$ cat src/rtl/psum_drain.sv
// psum_drain: drains the psum bank array. It accepts one read request per
// cycle, issues a 1-cycle-latency bank read, buffers the returned words in a
// small FIFO for a valid/ready stream, and tracks the per-operation maximum.
module psum_drain #(
  parameter int SMALL_BANK_COUNT = 3,
  parameter int BIG_BANK_COUNT   = 3,
  parameter int TOTAL_BANK_COUNT = SMALL_BANK_COUNT + BIG_BANK_COUNT,
  parameter int BANK_INDEX_WIDTH = $clog2(TOTAL_BANK_COUNT),
  parameter int ADDR_WIDTH       = 8,
  parameter int GPR_WIDTH        = 6,
  parameter int DATA_WIDTH       = 16,
  parameter int FIFO_DEPTH       = 4
) (
  input  logic                                   clk,
  input  logic                                   reset,
  input  logic                                   new_stage,
  input  logic [GPR_WIDTH-1:0]                   operation_id,
  input  logic                                   rd_req_valid,
  input  logic [BANK_INDEX_WIDTH-1:0]            rd_bank_index,
  input  logic [ADDR_WIDTH-1:0]                  rd_address,
  input  logic                                   rd_last,
  output logic                                   rd_req_ready,
  output logic                                   bank_rd_en,
  output logic [BANK_INDEX_WIDTH-1:0]            bank_rd_bank,
  output logic [ADDR_WIDTH-1:0]                  bank_rd_addr,
  input  logic [TOTAL_BANK_COUNT*DATA_WIDTH-1:0] bank_rd_data,
  output logic                                   out_valid,
  input  logic                                   out_ready,
  output logic [DATA_WIDTH-1:0]                  out_data,
  output logic                                   out_last,
  output logic                                   result_valid,
  output logic [DATA_WIDTH-1:0]                  best_score,
  output logic [BANK_INDEX_WIDTH-1:0]            best_bank,
  output logic [ADDR_WIDTH-1:0]                  best_addr,
  output logic [GPR_WIDTH-1:0]                   result_op_id,
  output logic                                   busy,
  output logic                                   err_bank
);

  localparam int PW = $clog2(FIFO_DEPTH);
  localparam int CW = PW + 1;
  localparam logic [1:0] S_IDLE  = 2'd0;
  localparam logic [1:0] S_DRAIN = 2'd1;
  localparam logic [1:0] S_FLUSH = 2'd2;
  localparam logic [1:0] S_DONE  = 2'd3;
  localparam logic [DATA_WIDTH-1:0] MIN_SCORE = {1'b1, {(DATA_WIDTH-1){1'b0}}};

  logic [1:0]                            r_state;
  logic                                  r_inflight;
  logic [BANK_INDEX_WIDTH-1:0]           r_tag_bank;
  logic [ADDR_WIDTH-1:0]                 r_tag_addr;
  logic                                  r_tag_last;
  logic [FIFO_DEPTH-1:0][DATA_WIDTH-1:0] r_mem;
  logic [FIFO_DEPTH-1:0]                 r_mem_last;
  logic [PW-1:0]                         r_wptr;
  logic [PW-1:0]                         r_rptr;
  logic [CW-1:0]                         r_count;
  logic [DATA_WIDTH-1:0]                 r_best_score;
  logic [BANK_INDEX_WIDTH-1:0]           r_best_bank;
  logic [ADDR_WIDTH-1:0]                 r_best_addr;
  logic [DATA_WIDTH-1:0]                 r_res_score;
  logic [BANK_INDEX_WIDTH-1:0]           r_res_bank;
  logic [ADDR_WIDTH-1:0]                 r_res_addr;
  logic [GPR_WIDTH-1:0]                  r_op_id;
  logic                                  r_err;

  logic                  w_start;
  logic                  w_bank_ok;
  logic                  w_acc;
  logic                  w_pop;
  logic                  w_done_evt;
  logic [DATA_WIDTH-1:0] w_ret_data;

  // Occupancy counts the in-flight read so a returning word always has a slot;
  // a same-cycle pop is deliberately not credited.
  assign rd_req_ready = (r_state == S_DRAIN) &&
                        (({1'b0, r_count} + {{CW{1'b0}}, r_inflight}) < (CW+1)'(FIFO_DEPTH));
  assign w_start      = new_stage && ((r_state == S_IDLE) || (r_state == S_DONE));
  assign w_bank_ok    = {1'b0, rd_bank_index} < (BANK_INDEX_WIDTH+1)'(TOTAL_BANK_COUNT);
  assign w_acc        = rd_req_valid && rd_req_ready;
  assign bank_rd_en   = w_acc && w_bank_ok;
  assign bank_rd_bank = rd_bank_index;
  assign bank_rd_addr = rd_address;

  assign out_valid    = (r_count != '0);
  assign out_data     = r_mem[r_rptr];
  assign out_last     = r_mem_last[r_rptr];
  assign w_pop        = out_valid && out_ready;
  assign w_done_evt   = (r_state == S_FLUSH) && w_pop && out_last;

  assign result_valid = (r_state == S_DONE);
  assign busy         = (r_state == S_DRAIN) || (r_state == S_FLUSH);
  assign best_score   = r_res_score;
  assign best_bank    = r_res_bank;
  assign best_addr    = r_res_addr;
  assign result_op_id = r_op_id;
  assign err_bank     = r_err;

  // Select the returning bank slice; an out-of-range tag yields zero.
  always_comb begin
    w_ret_data = '0;
    for (int k = 0; k < TOTAL_BANK_COUNT; k++)
      if (r_tag_bank == BANK_INDEX_WIDTH'(k))
        w_ret_data = bank_rd_data[k*DATA_WIDTH +: DATA_WIDTH];
  end

  // Control FSM, read tag, error flag and running-maximum tracker.
  always_ff @(posedge clk or posedge reset) begin
    if (reset) begin
      r_state      <= S_IDLE;
      r_inflight   <= 1'b0;
      r_tag_bank   <= '0;
      r_tag_addr   <= '0;
      r_tag_last   <= 1'b0;
      r_best_score <= MIN_SCORE;
      r_best_bank  <= '0;
      r_best_addr  <= '0;
      r_res_score  <= '0;
      r_res_bank   <= '0;
      r_res_addr   <= '0;
      r_op_id      <= '0;
      r_err        <= 1'b0;
    end else begin
      case (r_state)
        S_IDLE:  if (w_start) r_state <= S_DRAIN;
        S_DRAIN: if (w_acc && rd_last) r_state <= S_FLUSH;
        S_FLUSH: if (w_done_evt) r_state <= S_DONE;
        default: r_state <= w_start ? S_DRAIN : S_IDLE;
      endcase
      if (w_start) begin
        r_op_id      <= operation_id;
        r_best_score <= MIN_SCORE;
        r_best_bank  <= '0;
        r_best_addr  <= '0;
        r_err        <= 1'b0;
      end
      r_inflight <= w_acc;
      if (w_acc) begin
        r_tag_bank <= rd_bank_index;
        r_tag_addr <= rd_address;
        r_tag_last <= rd_last;
        if (!w_bank_ok) r_err <= 1'b1;
      end
      // Strict compare: on a tie the earliest returned word keeps the title.
      if (r_inflight && ($signed(w_ret_data) > $signed(r_best_score))) begin
        r_best_score <= w_ret_data;
        r_best_bank  <= r_tag_bank;
        r_best_addr  <= r_tag_addr;
      end
      if (w_done_evt) begin
        r_res_score <= r_best_score;
        r_res_bank  <= r_best_bank;
        r_res_addr  <= r_best_addr;
      end
    end
  end

  // Output FIFO: push on the read return, pop on handshake; both may coincide.
  always_ff @(posedge clk or posedge reset) begin
    if (reset) begin
      r_mem      <= '0;
      r_mem_last <= '0;
      r_wptr     <= '0;
      r_rptr     <= '0;
      r_count    <= '0;
    end else begin
      if (r_inflight) begin
        r_mem[r_wptr]      <= w_ret_data;
        r_mem_last[r_wptr] <= r_tag_last;
        r_wptr             <= r_wptr + 1'b1;
      end
      if (w_pop) r_rptr <= r_rptr + 1'b1;
      r_count <= r_count + {{(CW-1){1'b0}}, r_inflight} - {{(CW-1){1'b0}}, w_pop};
    end
  end

endmodule

$ cat config.mk
export PLATFORM = sky130hd
export DESIGN_NAME = psum_drain
export DESIGN_NICKNAME = d
export VERILOG_FILES = /design/src/rtl/psum_drain.sv
export SDC_FILE = /design/constraint.sdc
export NUM_CORES = 1
export LEC_CHECK = 0
export ABC_AREA = 1
export CAP_MARGIN = 0
export CORE_MARGIN = 2
export CORE_UTILIZATION = 45
export CTS_BUF_LIST = sky130_fd_sc_hd__clkbuf_4 sky130_fd_sc_hd__clkbuf_8
export DETAILED_ROUTE_END_ITERATION = 6
export PLACE_DENSITY_LB_ADDON = 0.1
export SLEW_MARGIN = 20
export SYNTH_ARGS = -nofsm -noshare
export SYNTH_HDL_FRONTEND = slang
export SYNTH_SLANG_ARGS = --single-unit
$ cat constraint.sdc
create_clock -name clk -period 6.9 [get_ports clk]
set_input_delay 0.69 -clock clk [delete_from_list [all_inputs] [get_ports clk]]
set_output_delay 0.69 -clock clk [all_outputs]
set_load 0.05 [all_outputs]
### Word level (Yosys, flattened, before mapping)

Index checks and enable logic that the tools add are counted.
Widths: inputs -> output; s select.

* register bits after elaboration: 151
* input port bits: 119
* output and inout port bits: 67
* logic and storage cells: 90

* add/sub/neg operators: 5
* $lt $le $gt $ge: 6
* equality and inequality tests: 11
* multiplexer cells: 30
* reductions and logical operators: 17

Operators with widths (number)
* $mux 16: 10
* $bwmux 64: 1
* $bmux 16 s2: 1
* $demux 16 s2: 1
* $gt 16x16->1: 1
* $mux 8: 2
* $logic_and 1x1->1: 10
* $eq 3x2->1 const B: 2
* $eq 3x3->1 const B: 2
* $lt 2x3->1 const B: 2
* $mux 1: 6
* $mux 2: 3
* $mux 3: 2
* $pmux 2 s3: 1
* $add 2x1->2 const B: 2
* $add 3x1->4: 1
* $bwmux 4: 1
* $eq 2x2->1 const B: 2
* $lt 4x3->1 const B: 1
* $ne 2x2->1 const B: 2
* $add 3x1->3: 1
* $eq 3x1->1 const B: 1
* $logic_not 3->1: 1
* $lt 3x3->1 const B: 1
* other kinds (11): 12

### Depth between registers and ports, before layout

Gate-level depths: netlist of run 1.

* word-level depth: 10
* mapped depth: 24
* mapped depth without buffers: 22

### Least setup slack after synthesis of run 1

OpenSTA, ideal clock, no wires.

* path type: register -> output
* start: register r_count[1]
* end: output port bank_rd_en
* arrival: 2.866 ns
* setup slack: 3.344 ns
* stages on the path, launching flop included: 8
* path buffers: 1
* path through: dfrtp_1 -> ha_1 -> a21oi_1 -> o21ai_0 -> a21oi_1 -> nand2_1 -> clkbuf_1 -> a21oi_1

* word-level cells in the longest chain between the ends: 5

Ends and longest elaborated chain
* start: declaration: RTL line 57 `logic [CW-1:0] r_count;`
* start signal: assignment: RTL line 173 `r_count <= r_count + {{(CW-1){1'b0}}, r_inflight} - {{(CW-1){1'b0}}, w_pop};`
* $add 3x1->4: RTL line 77 `(({1'b0, r_count} + {{CW{1'b0}}, r_inflight}) < (CW+1)'(FIFO_DEPTH));`
* $lt 4x3->1: RTL line 77
* $logic_and 1x1->1: RTL line 76 `assign rd_req_ready = (r_state == S_DRAIN) &&`
* net rd_req_ready: RTL line 22 `output logic rd_req_ready,`
* $logic_and 1x1->1: RTL line 80 `assign w_acc = rd_req_valid && rd_req_ready;`
* $logic_and 1x1->1: RTL line 81 `assign bank_rd_en = w_acc && w_bank_ok;`
* end: declaration: RTL line 23 `output logic bank_rd_en,`

The timed path passes the listed nets, and every way through them passes these cells.

### Final worst setup path of run 1

* start: register r_tag_bank[1]
* end: register r_best_score[2]

* word-level cells in the longest chain between the ends: 10
* elaborated cells on any way between the ends: 16

Ends and longest elaborated chain
* start: declaration: RTL line 50 `logic [BANK_INDEX_WIDTH-1:0] r_tag_bank;`
* start signal: assignment: RTL line 139 `r_tag_bank <= rd_bank_index;`
* $logic_not 3->1: RTL line 103 `if (r_tag_bank == BANK_INDEX_WIDTH'(k))`
* $mux 16 (5 in series): RTL line 103
* $mux 16 (*): RTL line 103
* net w_ret_data[9]: RTL line 72 `logic [DATA_WIDTH-1:0] w_ret_data;`
* $gt 16x16->1 (*): RTL line 145 `if (r_inflight && ($signed(w_ret_data) > $signed(r_best_score))) begin`
* $logic_and 1x1->1 (*): RTL line 145
* $mux 16 or $reduce_bool 2->1 (tied branches)
* end signal: assignment: RTL line 146 `r_best_score <= w_ret_data;`
* end: declaration: RTL line 58 `logic [DATA_WIDTH-1:0] r_best_score;`

The timed path passes the listed nets; every way through them passes the cells marked *.
A chain may end at the register's enable or synchronous reset.

==> flow_metrics.env, run 1 <==
export IMPL_core_area_um2=16700
export IMPL_wl_per_cell_um=16.0
export IMPL_die_y_um=135
export IMPL_viasPerCell=5.12
export IMPL_clk_pin_slew_ns=0.08
export IMPL_drc_errors=0
export IMPL_synth_largest_area_cell="dfrtp_1"
export IMPL_portBuffers=185
export IMPL_ys_types=36
export IMPL_crit_fanout=28
export IMPL_max_freq_mhz=225
export IMPL_pwr_density_cell_nw_per_um2=534
export IMPL_antenna_found_initial=0
export IMPL_initial_core_util_pct=46.4
export IMPL_worstMarginPinSlew_ns=1.12
export IMPL_clock_skew_ns=0.0111
export IMPL_ir_drop_mv=0.357
export IMPL_drv_cap=0
export IMPL_worst_endpoint_required_ns=7.23
export IMPL_hold_class="register to register"
export IMPL_placedCellCount=1296
export IMPL_grt_pass1_vias=6705
export IMPL_grt_pass1_wl_um=34400
export IMPL_finalHoldViolCount=0
export IMPL_ys_ff_latch=151
export IMPL_nNetsFinal=1242
export IMPL_pre_cts_ws_ns=2.48
export IMPL_start_kind="register"
export IMPL_final_antenna_net_count=0
export IMPL_hp_start="result_op_id[3]"
export IMPL_slew_violations=0
export IMPL_globalRouteTotalUtil_pct=24.1
export IMPL_yosys_top_cells_count="nand2_1 (346), dfrtp_1 (150), o21ai_0 (85)"
export IMPL_synth_seq_area_share_pct=48.8
export IMPL_post_cts_repair_setup_buffers=0
export IMPL_first_pass_iters=5
export IMPL_path_class="register to register"
export IMPL_leakage_nw=4.73
export IMPL_synthArstFlopShare_pct=100
export IMPL_period_share_pct=64.5
export IMPL_yosysTopAreaCellShare_pct=48.4
export IMPL_dr_first_iter_drc_count=454
export IMPL_drive_gt1_share_pct=7.86
export IMPL_cts_tree="done"
export IMPL_switchingPower_w=0.00273
export IMPL_grt_overflow_total=0
export IMPL_fin_ws_ns=2.45
export IMPL_stdcell_area_um2=10000
export IMPL_clkPwrFrac_pct=12.0
export IMPL_ios=186
export IMPL_tns_ns=0
export IMPL_synthCells=944
export IMPL_fin_util_pct=59.9
export IMPL_synthTopCellsByArea="dfrtp_1 (48%), nand2_1 (17%), o21ai_0 (5.5%), ha_1 (4.4%), nand3_1 (4.0%)"
export IMPL_period_minus_slack_ns=4.45
export IMPL_synthFlopType="dfrtp_1"
export IMPL_yosys_warnings=0
export IMPL_combPwrFrac_pct=58.7
export IMPL_synth_edff_count=0
export IMPL_worstSkewPairLatency_ns=0.44
export IMPL_syn_num_nets=1091
export IMPL_finalWirelength_um=21300
export IMPL_clockBufferDepth=2
export IMPL_clockRootBuffer="clkbuf_8"
export IMPL_gp_congestion=0.871
export IMPL_synth_most_common_cell="nand2_1"
export IMPL_rsz0062_at_grt="false"
export IMPL_cts_sinks=151
export IMPL_placed_cell_area_um2=9630
export IMPL_place_hpwl_um=14800
export IMPL_setup_violations=0
export IMPL_fp_dieW_um=135
export IMPL_die_area_um2=18300
export IMPL_area_delta_synth_final_pct=29.0
export IMPL_num_rows=47
export IMPL_num_vias=6797
export IMPL_fin_cells=1327
export IMPL_critPathLaunch="r_tag_bank[1]"
export IMPL_p_seq_share_pct=29.3
export IMPL_avgSynthCellArea_um2=8.21
export IMPL_p_int_w=0.00261
export IMPL_syn_cell_area_um2=7750
export IMPL_ctsHoldBuffers=0
export IMPL_cts_resized=0
export IMPL_slew_headroom_pct=24.8
export IMPL_swShare_pct=51.1
export IMPL_antennaDiodeCount=0
export IMPL_cp_data_arrival_time_ns=4.78
export IMPL_ff2ff_setup_slack_ns=2.45
export IMPL_status="finished, final reports clean"
export IMPL_r2r_start="r_tag_bank[1]"
export IMPL_numCtsBuffers=17
export IMPL_critPathCaptureType="register"
export IMPL_htreeDepth=4
export IMPL_grt_max_degree=104
==> sequential cells by signal, summed over array words and instances, names as in the netlist, 4 cells and up <==
| name | count |
|---|---|
| r_best_score | 16 |
| result_op_id | 6 |
| r_mem | 64 |
| best_score | 16 |
| r_mem_last | 4 |
| best_addr | 8 |
| r_best_addr | 8 |
| r_tag_addr | 8 |
==> layout by cell type, fill, tap and decap left out, types with 11 or more instances in the layout <==
master	netlist	layout
a21oi_1	16	16
clkbuf_8	0	19
clkdlybuf4s50_1	0	185
dfrtp_1	150	150
ha_1	27	27
inv_1	57	56
mux2_2	12	12
nand2_1	346	346
nand3_1	62	61
nand4_2	11	11
nor2_1	48	48
o21ai_0	85	85
o22ai_1	12	12
o2bb2ai_1	11	11
==> kinds of logic after synthesis <==
group / share of synthesized area [%]
compound gates: 10.8
xor+xnor: 0.339
fa+ha+maj: 4.62
buf+inv: 6.76
flops: 48.8
mux: 1.74
simple gates: 27.0
==> routing by layer <==
layer | routed length (um) | GRT usage, % | vias to the layer above
met5 | 0 | 0 | -
met4 | 405 | 7.70 | 0
met3 | 980 | 4.08 | 31
met2 | 10300 | 40.0 | 186
met1 | 9610 | 32.5 | 3218
li1 | - | - | 3362
==> stage by stage <==
stage               total power, W  hold WS, ns
global placement           0.00467        0.457
CTS                        0.00537        0.479
global route               0.00575        0.494
finish                     0.00533        0.476
floorplan                  0.00375        0.444
detailed placement         0.00471        0.460
==> worst paths after layout <==
path,end,cells past startpoint
setup / recovery,r_best_score[2],15
hold / removal,result_op_id[3],2
setup reg to reg,r_best_score[2],15
hold reg to reg,result_op_id[3],2
max in group asynchronous,r_mem[55],3
min in group asynchronous,r_tag_bank[2],2
==> final cells by class <==
type | instances | area, um2
sequential | 151 | 3780
tap | 220 | 275
clock buffer | 23 | 292
inverter | 63 | 241
clock inverter | 8 | 75.1
fill | 1546 | 6710
multi-input combinational | 673 | 3450
timing repair buffer | 189 | 1880
==> critical path, cell delays in order, from the launching register on <==
cell,delay (ns)
dfrtp_1,0.52
nor3_2,0.90
nand2_1,0.11
nand2_1,0.10
nor2_1,0.04
nand4_1,0.07
nand2_1,0.19
inv_1,0.13
ha_1,0.24
nand2_1,0.07
nor2_1,0.04
nand2_1,0.07
o21a_1,0.84
nand3_2,0.69
nand3_1,0.24
nand2_1,0.09
==> power groups by stage <==
stage	combinational (W)	sequential (W)	clock (W)
after floorplan	0.00200	0.00174	0
after global placement	0.00310	0.00157	0
after global routing	0.00345	0.00162	0.000687
after CTS	0.00315	0.00156	0.000653
after detailed placement	0.00314	0.00158	0
final	0.00313	0.00156	0.000640
(Power assumes the default switching activity.)
==> inputs of run 2 (changes only) <==
- clock period: 6.9 -> 4 ns (I/O delays scaled with it)
==> flow_metrics.env, run 2 (synthesized netlist as in run 1, its figures left out) <==
export IMPL_leakage_nw=4.81
export IMPL_hold_class="input port to async pin"
export IMPL_p_total_w=0.00949
export IMPL_combPwrFrac_pct=59.3
export IMPL_stdcell_area_um2=10200
export IMPL_first_pass_iters=5
export IMPL_tns_ns=0
export IMPL_grt_pass1_vias=6687
export IMPL_drv_cap=0
export IMPL_crit_fanout=28
export IMPL_grt_pass1_wl_um=34000
export IMPL_largest_reg_flops=64
export IMPL_cts_tree="done"
export IMPL_pre_cts_ws_ns=0.268
export IMPL_ir_drop_mv=0.662
export IMPL_viasPerCell=5.07
export IMPL_initial_core_util_pct=46.4
export IMPL_cts_sinks=151
export IMPL_core_area_um2=16700
export IMPL_portBuffers=185
export IMPL_worstMarginPinSlew_ns=0.865
export IMPL_p_int_w=0.00473
export IMPL_grt_overflow_total=0
export IMPL_gp_congestion=0.870
export IMPL_clockBufferDepth=2
export IMPL_reg2regPathDepth=15
export IMPL_clkPwrFrac_pct=12.9
export IMPL_start_kind="register"
export IMPL_dr_first_iter_drc_count=447
export IMPL_largest_register="r_mem"
export IMPL_fin_ws_ns=0.505
export IMPL_final_antenna_net_count=0
export IMPL_period_minus_slack_ns=3.50
export IMPL_layout_common_cells="nand2_1 (346), clkdlybuf4s50_1 (185), dfrtp_1 (150)"
export IMPL_nFillCells=1553
export IMPL_pwr_density_cell_nw_per_um2=934
export IMPL_place_hpwl_um=14400
export IMPL_grt_max_degree=152
export IMPL_slew_headroom_pct=42.3
export IMPL_swShare_pct=50.2
export IMPL_numCtsBuffers=17
export IMPL_worstSkewPairLatency_ns=0.46
export IMPL_drc_errors=0
export IMPL_ios=186
export IMPL_die_area_um2=18300
export IMPL_critPathCaptureType="register"
export IMPL_wl_per_cell_um=15.6
export IMPL_clockRootBuffer="clkbuf_8"
export IMPL_setup_violations=0
export IMPL_antenna_found_initial=0
export IMPL_cp_data_arrival_time_ns=3.84
export IMPL_slew_violations=0
export IMPL_finalHoldViolCount=0
export IMPL_period_share_pct=87.4
export IMPL_placed_cell_area_um2=9730
export IMPL_worst_endpoint_required_ns=4.34
export IMPL_layout_commonest_cell="nand2_1"
export IMPL_finalWirelength_um=20900
export IMPL_nNetsFinal=1254
export IMPL_globalRouteTotalUtil_pct=24.0
export IMPL_ff2ff_setup_slack_ns=0.50
export IMPL_worstReg2RegEnd="r_best_addr[5]"
export IMPL_clk_pin_slew_ns=0.08
export IMPL_clock_skew_ns=0.0102
export IMPL_antennaDiodeCount=0
export IMPL_fp_dieW_um=135
export IMPL_max_freq_mhz=286
export IMPL_r2r_start="r_tag_bank[1]"
export IMPL_drive_gt1_share_pct=8.93
export IMPL_htreeDepth=4
export IMPL_rsz0062_at_grt="false"
export IMPL_fin_util_pct=60.8
export IMPL_num_rows=47
export IMPL_die_y_um=135
export IMPL_status="finished, final reports clean"
export IMPL_path_class="register to register"
export IMPL_num_vias=6792
export IMPL_area_delta_synth_final_pct=31.1
export IMPL_p_seq_share_pct=27.8
export IMPL_switchingPower_w=0.00476
run 2: power groups by stage:
| stage | sequential [W] | combinational (W) | clock, W |
|---|---|---|---|
| floorplan | 0.00301 | 0.00346 | 0 |
| global placement | 0.00264 | 0.00558 | 0 |
| detailed placement | 0.00264 | 0.00563 | 0 |
| CTS | 0.00263 | 0.00566 | 0.00125 |
| global route | 0.00272 | 0.00623 | 0.00132 |
| finish | 0.00264 | 0.00563 | 0.00123 |
run 2: metal layers:
| metal | wire length, um | track usage (%) | vias up |
|---|---|---|---|
| li1 | - | - | 3394 |
| met1 | 9420 | 31.7 | 3192 |
| met2 | 10200 | 40.4 | 188 |
| met3 | 1020 | 5.09 | 18 |
| met4 | 235 | 6.37 | 0 |
| met5 | 0 | 0 | - |
run 2: worst max-delay path by stage:
stage | endpoint | cells after the start | slack (ns) | from
6_report | r_best_addr[5] | 15 | 0.50 | r_tag_bank[1]
5_1_grt | r_best_addr[7] | 15 | 0.16 | r_tag_bank[1]
4_1_cts | r_best_bank[2] | 15 | 0.27 | r_tag_bank[1]
3_5_place_dp | r_best_bank[2] | 15 | 0.27 | r_tag_bank[1]
3_3_place_gp | r_best_score[5] | 15 | 0.41 | r_tag_bank[1]
2_1_floorplan | bank_rd_en | 7 | 0.73 | r_count[1]
run 2: repair_timing:
item                       in CTS  in global routing
hold endpoints to repair        0                  0
hold buffers                    0                  0
setup endpoints to repair       0                 27
buffers inserted                0                  0
gates resized for setup         0                  2
run 2: metrics by stage:
stage / instances / hold slack, ns
after floorplan: 944 / 0.444
after global placement: 1308 / 0.456
after detailed placement: 1308 / 0.461
after CTS: 1340 / 0.455
after global routing: 1340 / 0.457
final: 1340 / 0.446
run 2: worst max-delay path: stages (launching register included):
cell,delay (ns)
dfrtp_1,0.62
inv_1,0.20
nand3_1,0.29
inv_1,0.28
nand2_1,0.14
nand4_2,0.29
ha_1,0.42
a21o_1,0.16
nor2_1,0.12
nand2_1,0.06
nand2_1,0.07
nand2_1,0.05
nand2_1,0.13
nand3_4,0.30
nand3_1,0.17
nand2_1,0.07
run 2: layout make-up:
class	instances	area (um2)	area share [%]
flip-flops and latches	151	3780	37.2
multi-input cells	673	3460	34.1
repair buffers	201	1980	19.5
well taps	220	275	2.71
clock buffers	19	262	2.57
inverters	63	240	2.36
clock inverters	13	154	1.51
==> inputs of run 3 (changes only) <==
- PLACE_DENSITY: default -> 0.74
- PLACE_DENSITY_LB_ADDON: 0.1 -> default
- RECOVER_POWER: default -> 50
- clock period: 4 -> 3.6 ns (I/O delays scaled with it)
==> flow_metrics.env, run 3 (synthesized netlist as in run 1, its figures left out) <==
export IMPL_viasPerCell=5.23
export IMPL_cts_sinks=151
export IMPL_grt_pass1_wl_um=36100
export IMPL_place_hpwl_um=15700
export IMPL_hold_class="input port to register"
export IMPL_worstMarginPinSlew_ns=1.85
export IMPL_status="finished, violations left"
export IMPL_leakage_nw=4.87
export IMPL_cts_tree="done"
export IMPL_worst_endpoint_required_ns=3.24
export IMPL_path_cells="inv_1 -> o21ai_0 -> o22ai_1 -> clkdlybuf4s50_1"
export IMPL_largest_register="r_mem"
export IMPL_nFillCells=1513
export IMPL_final_antenna_net_count=0
export IMPL_die_y_um=135
export IMPL_num_rows=47
export IMPL_path_buf_inv=2
export IMPL_grt_max_degree=42
export IMPL_post_cts_repair_setup_buffers=0
export IMPL_cp_data_arrival_time_ns=2.98
export IMPL_ir_drop_mv=0.611
export IMPL_tns_ns=0
export IMPL_critPathTopFamily="buffers and inverters"
export IMPL_clock_skew_ns=0.0117
export IMPL_grt_pass1_vias=7174
export IMPL_rsz0062_at_grt="false"
export IMPL_pwr_density_cell_nw_per_um2=1060
export IMPL_numCtsBuffers=17
export IMPL_layout_common_cells="nand2_1 (346), clkdlybuf4s50_1 (184), dfrtp_1 (150)"
export IMPL_ctsHoldBuffers=0
export IMPL_slew_violations=39
export IMPL_critPathCaptureType="output port"
export IMPL_p_total_w=0.0109
export IMPL_finalHoldViolCount=0
export IMPL_num_vias=7107
export IMPL_grt_overflow_total=0
export IMPL_cp_slowest_stage_delay_ns=0.88
export IMPL_slew_headroom_pct=-24.2
export IMPL_globalRouteTotalUtil_pct=25.3
export IMPL_dr_first_iter_drc_count=606
export IMPL_first_pass_iters=5
export IMPL_layout_commonest_cell="nand2_1"
export IMPL_period_minus_slack_ns=3.34
export IMPL_violations="capacitance limit, slew limit"
export IMPL_clk_pin_slew_ns=0.09
export IMPL_clockBufferDepth=2
export IMPL_max_freq_mhz=299
export IMPL_largest_reg_flops=64
export IMPL_path_class="register to output port"
export IMPL_crit_fanout=17
export IMPL_fp_dieW_um=135
export IMPL_worstSkewPairLatency_ns=0.46
export IMPL_wl_per_cell_um=16.2
export IMPL_drive_gt1_share_pct=9.40
export IMPL_area_delta_synth_final_pct=32.4
export IMPL_ios=186
export IMPL_drv_cap=1
export IMPL_setup_violations=0
export IMPL_start_kind="register"
export IMPL_nNetsFinal=1272
export IMPL_slowest_stage="clkdlybuf4s50_1"
export IMPL_finalWirelength_um=22000
export IMPL_cts_resized=0
export IMPL_initial_core_util_pct=46.4
export IMPL_period_share_pct=92.9
export IMPL_drc_errors=0
export IMPL_gp_congestion=0.889
export IMPL_core_area_um2=16700
export IMPL_antenna_found_initial=0
export IMPL_htreeDepth=4
export IMPL_portBuffers=185
export IMPL_die_area_um2=18300
export IMPL_antennaDiodeCount=0
export IMPL_clockRootBuffer="clkbuf_8"
## run 3: cell count changes in the layout (fill, tap and decap cells not counted), sizes merged
cell / before / now
inv: 60 / 62
clkbuf: 19 / 29
clkinvlp: 5 / 4
clkdlybuf4s50: 185 / 184
clkinv: 8 / 7
dlygate4sd3: 0 / 1
buf: 16 / 24
## run 3: metal layers
metal / vias to the layer above / share of wire (%) / GRT usage [%]
li1: 3416 / - / -
met1: 3391 / 44 / 33.5
met2: 266 / 49 / 42.6
met3: 34 / 6.1 / 5.42
met4: 0 / 1.7 / 6.08
met5: - / 0 / 0
## run 3: worst paths after layout
path	start	endpoint	slack, ns	cells past startpoint
worst max-delay path	r_rptr[1]	out_last	0.26	4
worst min-delay path	operation_id[1]	result_op_id[1]	0.43	3
worst max register to register	r_tag_bank[2]	r_best_score[6]	0.35	14
worst min register to register	result_op_id[3]	result_op_id[3]	0.48	2
max in group asynchronous	reset	r_mem[5]	0.94	3
min in group asynchronous	reset	r_best_bank[2]	0.82	2
## run 3: worst register-to-register path, stage by stage, from the launching register on
cell,delay (ns)
dfrtp_1,0.54
nand3_1,0.33
inv_1,0.43
nand2_1,0.12
nand4_2,0.19
ha_1,0.28
a21oi_1,0.13
o21ai_0,0.10
a21oi_1,0.18
nand3_1,0.15
nand2_1,0.10
clkinv_1,0.22
buf_12,0.25
nand3_1,0.08
nand2_1,0.05
## run 3: final cells by class
class	count	area (um2)	area share (%)
sequential	151	3780	36.8
inverter	63	238	2.32
multi-input combinational	673	3440	33.5
clock inverter	13	170	1.66
clock buffer	19	262	2.55
timing repair buffer	219	2100	20.4
tap	220	275	2.68
## run 3: metrics by stage
| step | hold WS (ns) | instances | utilization (%) | setup slack [ns] | instance area, um2 |
|---|---|---|---|---|---|
| after global placement | 0.453 | 1326 | 59.2 | 0.483 | 9890 |
| after floorplan | 0.444 | 944 | - | 0.374 | 7750 |
| after global routing | 0.422 | 1358 | 61.5 | 0.0336 | 10300 |
| after detailed placement | 0.460 | 1326 | 59.2 | 0.404 | 9890 |
| final | 0.435 | 1358 | 61.5 | 0.257 | 10300 |
| after CTS | 0.423 | 1358 | 61.8 | 0.246 | 10300 |
## run 3: report_power, final
group / internal (W) / total (W) / switching (W)
Combinational: 0.00227 / 0.00653 / 0.00427
Clock: 0.000729 / 0.00141 / 0.000683
Sequential: 0.00245 / 0.00294 / 0.000485
Total: 0.00545 / 0.0109 / 0.00543
